[config.mk]
export PLATFORM = sky130hd
export DESIGN_NAME = csr_write_sequencer
export DESIGN_NICKNAME = d
export VERILOG_FILES = /design/src/rtl/csr_write_sequencer.sv
export SDC_FILE = /design/constraint.sdc
export NUM_CORES = 1
export LEC_CHECK = 0
export CAP_MARGIN = 20
export CORE_MARGIN = 8
export CORE_UTILIZATION = 35
export CTS_CLUSTER_SIZE = 25
export DETAILED_ROUTE_END_ITERATION = 16
export PLACE_DENSITY_LB_ADDON = 0.08
export SETUP_SLACK_MARGIN = 0.02
export SLEW_MARGIN = 20
export SYNTH_ARGS = -nofsm -noshare
export SYNTH_HDL_FRONTEND = slang
export SYNTH_SLANG_ARGS = --single-unit
[constraint.sdc]
create_clock -name clk -period 1.56 [get_ports clk]
set_clock_uncertainty 0.15 [all_clocks]
set_input_delay 0.234 -clock clk [delete_from_list [all_inputs] [get_ports clk]]
set_output_delay 0.234 -clock clk [all_outputs]
set_load 0.02 [all_outputs]
[src/rtl/csr_write_sequencer.sv]
// Serialises up to NUM_OPS CSR writes from one writeback bundle onto the single CSR write port.
// Optional read bypass of still-pending writes is built when CSR_WSEQ_BYPASS_EN is defined.

module csr_write_slot #(
    parameter int ADDR_W = 12,
    parameter int DATA_W = 64
) (
    input  logic              clk,
    input  logic              resetn,
    input  logic              load,
    input  logic              weBit,
    input  logic [ADDR_W-1:0] addrIn,
    input  logic [DATA_W-1:0] dataIn,
    input  logic              clear,
    output logic              pend,
    output logic [ADDR_W-1:0] addr,
    output logic [DATA_W-1:0] data
);
    always_ff @(posedge clk or negedge resetn) begin
        if (!resetn) begin
            pend <= 1'b0;
            addr <= '0;
            data <= '0;
        end else if (load) begin
            pend <= weBit;
            addr <= addrIn;
            data <= dataIn;
        end else if (clear) begin
            pend <= 1'b0;
        end
    end
endmodule

module csr_write_sequencer #(
    parameter int NUM_OPS = 3,
    parameter int ADDR_W  = 12,
    parameter int DATA_W  = 64
) (
    input  logic                      clk,
    input  logic                      resetn,
    input  logic                      in_valid,
    input  logic [NUM_OPS-1:0]        in_we,
    input  logic [NUM_OPS*ADDR_W-1:0] in_addr,
    input  logic [NUM_OPS*DATA_W-1:0] in_data,
    output logic                      in_ready,
    output logic                      stall_o,
    output logic                      csr_we,
    output logic [ADDR_W-1:0]         csr_waddr,
    output logic [DATA_W-1:0]         csr_wdata,
    output logic                      done,
    input  logic [ADDR_W-1:0]         rd_addr,
    output logic                      rd_hit,
    output logic [DATA_W-1:0]         rd_data
);
    localparam logic [0:0] IDLE  = 1'b0;
    localparam logic [0:0] WRITE = 1'b1;

    logic [0:0]                     state;
    logic                           accept;
    logic                           inWrite;
    logic [NUM_OPS-1:0]             pendMask;
    logic [NUM_OPS-1:0]             issueOh;
    logic [NUM_OPS-1:0]             remainMask;
    logic [NUM_OPS-1:0][ADDR_W-1:0] slotAddr;
    logic [NUM_OPS-1:0][DATA_W-1:0] slotData;

    assign inWrite = (state == WRITE);
    assign accept  = (state == IDLE) && in_valid && (|in_we);

    for (genvar g = 0; g < NUM_OPS; g++) begin : gSlot
        csr_write_slot #(.ADDR_W(ADDR_W), .DATA_W(DATA_W)) uSlot (
            .clk    (clk),
            .resetn (resetn),
            .load   (accept),
            .weBit  (in_we[g]),
            .addrIn (in_addr[g*ADDR_W +: ADDR_W]),
            .dataIn (in_data[g*DATA_W +: DATA_W]),
            .clear  (inWrite && issueOh[g]),
            .pend   (pendMask[g]),
            .addr   (slotAddr[g]),
            .data   (slotData[g])
        );
    end

    // Lowest pending slot issues first; disabled slots never enter the mask, so they cost no cycle.
    always_comb begin
        logic found;
        issueOh = '0;
        found   = 1'b0;
        for (int i = 0; i < NUM_OPS; i++) begin
            if (pendMask[i] && !found) begin
                issueOh[i] = 1'b1;
                found      = 1'b1;
            end
        end
    end

    assign remainMask = pendMask & ~issueOh;

    always_ff @(posedge clk or negedge resetn) begin
        if (!resetn) begin
            state <= IDLE;
        end else if (accept) begin
            state <= WRITE;
        end else if (inWrite && (remainMask == '0)) begin
            state <= IDLE;
        end
    end

    // Port outputs decode only registered state, so they are zero whenever no write is issued.
    always_comb begin
        csr_waddr = '0;
        csr_wdata = '0;
        for (int i = 0; i < NUM_OPS; i++) begin
            if (inWrite && issueOh[i]) begin
                csr_waddr = slotAddr[i];
                csr_wdata = slotData[i];
            end
        end
    end

    assign csr_we   = inWrite && (|issueOh);
    assign done     = inWrite && (|issueOh) && (remainMask == '0);
    assign stall_o  = accept || (inWrite && (|remainMask));
    assign in_ready = (state == IDLE);

`ifdef CSR_WSEQ_BYPASS_EN
    // Ascending scan: the highest matching pending slot is the value that will land last.
    always_comb begin
        rd_hit  = 1'b0;
        rd_data = '0;
        for (int i = 0; i < NUM_OPS; i++) begin
            if (inWrite && pendMask[i] && (slotAddr[i] == rd_addr)) begin
                rd_hit  = 1'b1;
                rd_data = slotData[i];
            end
        end
    end
`else
    logic unusedRdAddr;
    assign unusedRdAddr = ^rd_addr;
    assign rd_hit       = 1'b0;
    assign rd_data      = '0;
`endif
endmodule

==> metrics.md, run 1 <==
| Metric | Value |
|---|---|
| Worst hold margin | 0.0529 ns |
| YS warnings | 0 |
| Power Density | 1940 nW/um2 |
| Synth area leader | dfrtp_1 |
| Core Area | 32200 um2 |
| Achievable Freq | 406 MHz |
| Peak supply drop | 0.00111 V |
| Post-synth top area share | 51.2% |
| Routed WL | 36700 um |
| Clk buf depth | 3 |
| Grt total ovfl | 0 |
| Non-filler cells, final | 1729 |
| Drt initial violations | 317 |
| Final worst slack | -0.903 ns |
| DRC | 0 |
| Initial core utilization | 35.2% |
| #FFs+latches synth | 232 |
| DP HPWL | 24500 um |
| CP arrival | 2.08 ns |
| Final min period | 2.46 ns |
| CTS tree | yes |
| Sequential fraction of design power | 30.0% |
| Top-count cell post-synth | dfrtp_1 |
| Die width | 196 um |
| RSZ-0062 raised after global routing | true |
| Failing checks | negative setup slack |
| Final Net Count | 1544 |
| Layout overhead on the synthesized area | 70.4% |
| Asr flop ratio synth | 100% |
| Yosys cell types | 24 |
| Synth Flop Type | dfrtp_1 |
| Critical path startpoint category | register |
| Util after Layout | 60.0% |
| Root buffer cell | clkbuf_16 |
| Final hold violation count | 0 |
| Placed instance count | 1610 |
| H-tree Lvls | 1 |
| Die H | 196 um |
| Worst setup path class | reg2out |
| Routability Congestion | 0.735 |
| Hold Crit Class | in2async |
| Final ANT Viol Nets | 0 |
| I/O pin count | 391 |
| Sw Share | 33.9% |
| CP Max Fanout | 9 |
| Total Routing Usage GR | 18.2% |
| Vias per std cell | 4.68 |
| Clock power share | 16.6% |
| Largest net degree at the start of global routing | 44 |
| Synth Cell Area | 11300 um2 |
| Max Cap Viol | 0 |
| Row count | 66 |
| Static Leakage | 8.41 nW |
| Tcrit/Tclk final | 158% |
| First-pass GRT wire length | 55400 um |
| Antenna violations before repair | 5 |
| Status | finished, violations left |
| Die area | 38400 um2 |
| Post-Place Worst Slack | -0.749 ns |
| Drt pass-1 iters | 4 |
| Net Sw Power | 12.7 mW |
| Setup Viol. Count Final | 312 |
| DR WL/cell | 21.2 um |
| Fill count | 2549 |
| Routed vias | 8099 |
| FF-to-FF path depth | 10 |
| Clock insertion delay at the later pin of the skew report | 0.54 ns |
| Post-synth EDFFs | 0 |
| Cell count after synthesis | 838 |
| Share of cells above drive strength 1 | 54.2% |
| Seq/Total Area, Yosys | 51.2% |
| Port bufs | 313 |
| Clk sinks | 232 |
| Max Transition Viols Final | 0 |
| Reg clk slew, reported paths | 0.06 ns |
| Internal power | 24.8 mW |
| CTS buffer count | 28 |
| Worst setup EP type | primary output |
| Total Power | 37.6 mW |
| Top cells by count, synth | 232 x dfrtp_1, 167 x mux2_4, 78 x nor2_1 |
| Combinational Power Share | 53.4% |
| WP data required | 1.18 ns |
| Synth Area per Inst | 13.5 um2 |
| Synth top area cells | dfrtp_1 51%, mux2_4 22%, mux2_2 6.3% |
| Vias in the first global route | 9103 |
-- power groups by stage --
stage          clock network (mW)  registers (mW)  logic [mW]
2_1_floorplan                   0            10.3        10.6
3_3_place_gp                    0            10.8        16.2
3_5_place_dp                    0            10.8        16.3
4_1_cts                      6.43            11.2        18.6
5_1_grt                      6.69            11.7        21.2
6_report                     6.25            11.3        20.0
-- through the flow --
step | TNS, ns | instance area (um2)
4_1_cts | -181.99 | 18500
6_report | -182.44 | 19300
3_5_place_dp | -183.63 | 16100
2_1_floorplan | -45.11 | 12300
5_1_grt | -201.58 | 19300
3_3_place_gp | -184.54 | 16100
-- routing by layer --
layer / global-route usage [%] / vias up / wire (um)
met5: 0 / - / 23
met4: 3.93 / 4 / 727
met3: 5.59 / 50 / 2630
met2: 29.4 / 249 / 17200
met1: 23.7 / 4010 / 16100
li1: - / 3786 / -
-- final cells by class --
| type | instances | area [um2] | area share [%] |
|---|---|---|---|
| Antenna cell | 3 | 7.51 | 0.0389 |
| Clock buffer | 44 | 841 | 4.35 |
| Clock inverter | 6 | 45.0 | 0.233 |
| Inverter | 1 | 6.26 | 0.0324 |
| Multi-Input combinational cell | 543 | 6240 | 32.3 |
| Sequential cell | 232 | 5810 | 30.0 |
| Tap cell | 408 | 510 | 2.64 |
| Timing Repair Buffer | 492 | 5870 | 30.4 |
-- state kept, by name, summed over array words and instances (netlist names) --
register / cells
gSlot.uSlot.data: 192
gSlot.uSlot.addr: 36
gSlot.uSlot.pend: 3
inWrite: 1
-- cell families after synthesis --
group	share of synthesized area, %
other cells	0.0331
flops	51.2
mux	28.4
buf+inv	8.42
compound gates	8.73
xor+xnor	0.0773
simple gates	3.16
-- critical path, cell delays in order, from the launching register on --
cell and delay, ns:
dfrtp_1 0.39, buf_6 0.13, nand4bb_4 0.25, buf_12 0.21, buf_12 0.13, buf_12 0.13, a21oi_4 0.14, buf_6 0.13
-- final timing paths --
check / start / endpoint / slack [ns]
hold / removal: resetn / gSlot[2].uSlot.data[28] / 0.05
min in group clk: in_data[46] / gSlot[0].uSlot.data[46] / 0.15
setup / recovery: gSlot[0].uSlot.pend / csr_wdata[12] / -0.90
max in group asynchronous: resetn / gSlot[0].uSlot.data[30] / 0.58
setup reg to reg: inWrite / gSlot[0].uSlot.data[61] / -0.62
hold reg to reg: gSlot[1].uSlot.addr[9] / gSlot[1].uSlot.addr[9] / 0.36
-- what timing repair did --
action | 4_1_cts | 5_1_grt
setup endpoints to repair | 312 | 312
hold buffers | 1 | 0
hold endpoints to repair | 232 | 0
gates resized for setup | 622 | 129
pin swaps | 7 | 12
setup buffers | 19 | 24
gates cloned | 17 | 13
-- placed cells by master (no fill, tap or decap), drive strengths merged --
| cell | count |
|---|---|
| nand4bb | 1 |
| nand2 | 4 |
| dlygate4sd3 | 1 |
| o21ai | 3 |
| and3b | 1 |
| xor2 | 1 |
| a22oi | 76 |
| clkdlybuf4s50 | 232 |
| inv | 2 |
| diode | 3 |
| clkbuf | 56 |
| nor2 | 78 |
| nor2b | 3 |
| o31a | 1 |
| mux2 | 230 |
| clkinv | 5 |
| buf | 247 |
| a21o | 2 |
| dfrtp | 232 |
| a21oi | 76 |
| nor3 | 1 |
| conb | 65 |
| and2 | 1 |
(Power assumes the default switching activity.)
==> inputs of run 2 (changes only) <==
--- a/config.mk
+++ b/config.mk
@@ -7,7 +7,7 @@
 export LEC_CHECK = 0
 export CAP_MARGIN = 20
 export CORE_MARGIN = 8
-export CORE_UTILIZATION = 35
+export CORE_UTILIZATION = 25
 export CTS_CLUSTER_SIZE = 25
 export DETAILED_ROUTE_END_ITERATION = 16
 export PLACE_DENSITY_LB_ADDON = 0.08
==> metrics.md, run 2 (synthesis gave the netlist of run 1 again) <==
| Metric | Value |
|---|---|
| Status | finished, violations left |
| Failing checks | negative setup slack |
| Largest registers | gSlot.uSlot.data x192, gSlot.uSlot.addr x36, gSlot.uSlot.pend x3 |
| Core Area | 45100 um2 |
| Antenna violations before repair | 9 |
| Crit Reg-Reg Endpoint | gSlot[2].uSlot.data[30] |
| Vias in the first global route | 8842 |
| Reg-to-reg slack, setup | -0.62 ns |
| Root buffer cell | clkbuf_16 |
| Placed instance count | 1811 |
| Final worst slack | -0.965 ns |
| Die H | 229 um |
| Clock insertion delay at the later pin of the skew report | 0.57 ns |
| Worst setup path class | reg2out |
| DP HPWL | 26700 um |
| Static Leakage | 7.97 nW |
| Routability Congestion | 0.716 |
| Die width | 229 um |
| CP Max Fanout | 13 |
| Tcrit/Tclk final | 162% |
| CP Launch Point | gSlot[0].uSlot.pend |
| Max Transition Viols Final | 0 |
| Die area | 52400 um2 |
| Drt pass-1 iters | 4 |
| Max Cap Viol | 0 |
| Final hold violation count | 0 |
| Final min period | 2.53 ns |
| Reg2reg start | inWrite |
| DR WL/cell | 20.3 um |
| Initial core utilization | 25.1% |
| Setup Viol. Count Final | 312 |
| Largest net degree at the start of global routing | 39 |
| Layout overhead on the synthesized area | 62.4% |
| CP arrival | 2.14 ns |
| Routed WL | 38600 um |
| Post-Place Worst Slack | -0.750 ns |
| Clk buf depth | 3 |
| Critical path startpoint category | register |
| Critical Path End | csr_wdata[59] |
| Worst hold margin | 0.0331 ns |
| Worst setup EP type | primary output |
| Drt initial violations | 305 |
| Hold Crit Class | in2async |
| TNS Setup | -172.97 ns |
| RSZ-0062 raised after global routing | true |
| Commonest non-fill, non-tap cell in the layout | clkdlybuf4s50_1 |
| Most frequent cells in the layout | 232 x clkdlybuf4s50_1, 231 x dfrtp_1, 185 x mux2_4, 117 x buf_4, 65 x conb_1 |
| Grt total ovfl | 0 |
| First-pass GRT wire length | 56100 um |
| I/O pin count | 391 |
| Max FFs per register | 192 |
| Achievable Freq | 396 MHz |
| FF-to-FF path depth | 10 |
| Routed vias | 7971 |
| CTS tree | yes |
| Share of cells above drive strength 1 | 52.1% |
| Final Net Count | 1528 |
| Final ANT Viol Nets | 0 |
| DRC | 0 |
| Peak supply drop | 0.000876 V |
| Power Density | 1950 nW/um2 |
| Row count | 78 |
| H-tree Lvls | 1 |
| Port bufs | 313 |
| Total Routing Usage GR | 13.4% |
| Reg with most FFs | gSlot.uSlot.data |
| Clk sinks | 232 |
| Vias per std cell | 4.18 |
| Reg clk slew, reported paths | 0.06 ns |
| Non-filler cells, final | 1905 |
| WP data required | 1.18 ns |
| CTS buffer count | 30 |
[run 2: cell type report]
type                       count  area (um2)
tap                          600         751
timing repair buffer         474        5130
fill                        4301       26700
inverter                       1        6.26
antenna                        1        2.50
clock buffer                  45         907
multi-input combinational    543        5650
clock inverter                 9         156
sequential                   232        5810
[run 2: stage by stage]
stage	utilization, %	instance area (um2)	power, mW
finish	40.8	18400	36.0
global route	40.8	18400	38.0
CTS	38.9	17500	34.8
detailed placement	36.2	16300	27.1
global placement	36.2	16300	27.2
floorplan	-	12300	20.9
[run 2: worst min path at each step]
stage / startpoint / end / slack (ns) / depth (start not counted)
after global placement: resetn / gSlot[2].uSlot.data[27] / 0.02 / 1
final: resetn / gSlot[0].uSlot.data[36] / 0.03 / 2
after floorplan: resetn / gSlot[0].uSlot.addr[0] / -0.21 / 0
after detailed placement: resetn / gSlot[2].uSlot.data[27] / 0.03 / 1
after global routing: resetn / gSlot[0].uSlot.data[40] / 0.03 / 2
after CTS: resetn / gSlot[0].uSlot.data[36] / 0.002 / 2
[run 2: critical path: stages, from the launching register on]
cell and delay (ns):
dfrtp_1 0.39, and3b_4 0.41, buf_4 0.18, clkbuf_16 0.18
a22oi_1 0.12, a21oi_2 0.13, buf_2 0.17
[run 2: repair_timing]
item	CTS	global route
resized for setup	353	173
endpoints found under the setup margin	312	312
hold buffers	1	0
buffers inserted	7	15
cloned	0	18
pin swaps	1	3
endpoints found under the hold margin	232	0
[run 2: layer usage]
metal / global-route usage (%) / up-vias / part of all wire, %
met4: 2.63 / 16 / 1.4
met2: 21.1 / 230 / 46
met1: 17.5 / 3928 / 45
met5: 0 / - / 0.29
li1: - / 3740 / -
met3: 5.19 / 57 / 7.5
[run 2: power breakdown]
part,internal [mW],leakage [nW],switching [mW]
clock,4.64,0.527,2.72
sequential,9.02,2.71,2.06
combinational,10.3,4.74,7.19
total,24.0,7.97,12.0
==> inputs of run 3 (changes only) <==
--- a/config.mk
+++ b/config.mk
@@ -5,6 +5,7 @@
 export SDC_FILE = /design/constraint.sdc
 export NUM_CORES = 1
 export LEC_CHECK = 0
+export ABC_AREA = 1
 export CAP_MARGIN = 20
 export CORE_MARGIN = 8
 export CORE_UTILIZATION = 25
==> metrics.md, run 3 <==
| Metric | Value |
|---|---|
| I/O pin count | 391 |
| #FFs+latches synth | 232 |
| DR WL/cell | 20.5 um |
| Asr flop ratio synth | 100% |
| Non-filler cells, final | 2458 |
| Status | finished, violations left |
| Total Power | 25.8 mW |
| Synth top area cells | dfrtp_1 51%, nand2_1 21%, nand3_1 14% |
| Root buffer cell | clkbuf_16 |
| Crit path buffers/inverters | 4 |
| Total Routing Usage GR | 17.3% |
| Routed WL | 50300 um |
| Routed vias | 11314 |
| Final ANT Viol Nets | 0 |
| Setup Viol. Count Final | 312 |
| First-pass GRT wire length | 72200 um |
| Combinational Power Share | 36.1% |
| H-tree Lvls | 1 |
| Initial core utilization | 25.1% |
| Worst setup EP type | primary output |
| Max stage delay on crit path | 0.47 ns |
| DP HPWL | 31600 um |
| Final Net Count | 2076 |
| Die width | 229 um |
| Most frequent cells in the layout | 494 x nand2_1, 232 x clkdlybuf4s50_1, 230 x dfrtp_1, 224 x nand3_1, 88 x buf_6 |
| Crit-path cells | inv_2, nand2_2, nor2_4, buf_8, buf_12, nand2_1, nand3_2, buf_6 |
| Commonest non-fill, non-tap cell in the layout | nand2_1 |
| Worst setup path class | reg2out |
| DRC | 0 |
| Vias in the first global route | 11609 |
| Final min period | 2.36 ns |
| Cell count after synthesis | 1439 |
| Net Sw Power | 8.83 mW |
| Antenna violations before repair | 4 |
| Clock insertion delay at the later pin of the skew report | 0.56 ns |
| Grt total ovfl | 0 |
| Worst hold margin | 0.00397 ns |
| Synth Area per Inst | 7.85 um2 |
| Vias per std cell | 4.60 |
| Largest net degree at the start of global routing | 44 |
| Core Area | 45000 um2 |
| CP arrival | 1.98 ns |
| Final hold violation count | 0 |
| Post-synth EDFFs | 0 |
| Synth Flop Type | dfrtp_1 |
| Drt initial violations | 620 |
| Clk buf depth | 3 |
| Post-synth top area share | 51.4% |
| YS warnings | 0 |
| Hold Crit Class | in2async |
| Max Transition Viols Final | 0 |
| Failing checks | negative setup slack |
| Critical path startpoint category | register |
| Placed instance count | 2323 |
| Tcrit/Tclk final | 152% |
| RSZ-0062 raised after global routing | true |
| Die H | 229 um |
| Share of cells above drive strength 1 | 28.0% |
| Die area | 52200 um2 |
| Synth Cell Area | 11300 um2 |
| Achievable Freq | 423 MHz |
| Final worst slack | -0.804 ns |
| Clock power share | 29.6% |
| Internal power | 16.9 mW |
| Layout overhead on the synthesized area | 74.5% |
| Largest registers | gSlot.uSlot.data x192, gSlot.uSlot.addr x36, gSlot.uSlot.pend x3 |
| Max Cap Viol | 0 |
| Static Leakage | 10.2 nW |
| CP Max Fanout | 12 |
| Max FFs per register | 192 |
| Top-count cell post-synth | nand2_1 |
| Yosys cell types | 17 |
| Port bufs | 313 |
| Clk sinks | 232 |
| Sequential fraction of design power | 34.2% |
| Sw Share | 34.3% |
| Peak supply drop | 0.000770 V |
| Row count | 78 |
| Routability Congestion | 0.769 |
| Reg-to-reg slack, setup | -0.42 ns |
| Reg clk slew, reported paths | 0.06 ns |
| CP top delay family | buffers and inverters |
| Drt pass-1 iters | 5 |
| Fill count | 4466 |
| WP data required | 1.18 ns |
| Slowest cell on crit path | dfrtp_4 |
| Seq/Total Area, Yosys | 51.4% |
| Reg with most FFs | gSlot.uSlot.data |
| CTS buffer count | 30 |
| Synth area leader | dfrtp_1 |
| Top cells by count, synth | 623 x nand2_1, 305 x nand3_1, 232 x dfrtp_1 |
| Power Density | 1310 nW/um2 |
| CTS tree | yes |
## run 3: cell count changes after synthesis, sizes merged, moves of 3 or more
cell,delta
mux2,-230
nand2,+621
nor2,-72
a22oi,-76
nand3,+305
nand4,+76
inv,+7
a21oi,-72
o21ai,-3
nor2b,-3
clkbuf,+30
buf,+26
## run 3: what timing repair did
| action | CTS | global route |
|---|---|---|
| buffers inserted | 7 | 32 |
| hold buffers | 2 | 0 |
| gates cloned | 8 | 30 |
| endpoints found under the hold margin | 232 | 0 |
| gates resized for setup | 521 | 192 |
| pin swaps | 7 | 8 |
| setup endpoints to repair | 311 | 312 |
## run 3: layout make-up
| cell class | instances | area [um2] | area share (%) |
|---|---|---|---|
| clock buffers | 38 | 842 | 4.27 |
| clock inverters | 18 | 249 | 1.26 |
| flip-flops and latches | 232 | 5810 | 29.5 |
| diodes | 4 | 10.0 | 0.0508 |
| well taps | 600 | 751 | 3.81 |
| multi-input cells | 1081 | 5920 | 30.0 |
| repair buffers | 477 | 6090 | 30.9 |
| inverters | 8 | 50.0 | 0.254 |
## run 3: path summary, 6_finish.rpt
path / start / endpoint / depth (start not counted)
hold / removal: resetn / gSlot[2].uSlot.data[59] / 2
min in group clk: in_data[136] / gSlot[2].uSlot.data[8] / 3
hold reg to reg: gSlot[1].uSlot.data[32] / gSlot[1].uSlot.data[32] / 2
max in group asynchronous: resetn / gSlot[2].uSlot.data[60] / 3
setup / recovery: gSlot[1].uSlot.pend / csr_waddr[0] / 8
setup reg to reg: inWrite / gSlot[0].uSlot.data[56] / 10
## run 3: power groups by stage
| stage | logic (mW) | registers [mW] | clock network [mW] |
|---|---|---|---|
| after detailed placement | 7.16 | 8.64 | 0 |
| after global placement | 7.12 | 8.64 | 0 |
| after global routing | 10.1 | 9.02 | 8.08 |
| after CTS | 7.98 | 8.63 | 7.87 |
| after floorplan | 4.00 | 8.43 | 0 |
| final | 9.30 | 8.82 | 7.64 |
## run 3: through the flow
stage | instance area, um2 | utilization (%) | setup TNS, ns | setup WS, ns
2_1_floorplan | 12100 | - | -0.211 | -0.0424
3_3_place_gp | 16100 | 35.7 | -132.33 | -0.704
3_5_place_dp | 16100 | 35.7 | -130.18 | -0.714
4_1_cts | 18000 | 40.0 | -121.59 | -0.859
5_1_grt | 19700 | 43.8 | -153.58 | -0.874
6_report | 19700 | 43.8 | -133.76 | -0.804
## run 3: cell families (layout without fill, tap and decap cells)
family          count (synthesis)  in the layout  synth area share, %
compound gates                  4              4                0.177
flops                         232            232                 51.4
buf+inv                       190            541                 9.58
simple gates                 1012           1012                 38.8
other cells                     1             69               0.0332
## run 3: layer usage
metal  GRT usage (%)  wire length, um  share of wire, %  up-vias
li1                -                -                 -     5405
met1            23.5            23100                46     5563
met2            27.8            23500                47      286
met3            4.02             2760               5.5       56
met4            3.55              916               1.8        4
met5               0               25             0.050        -
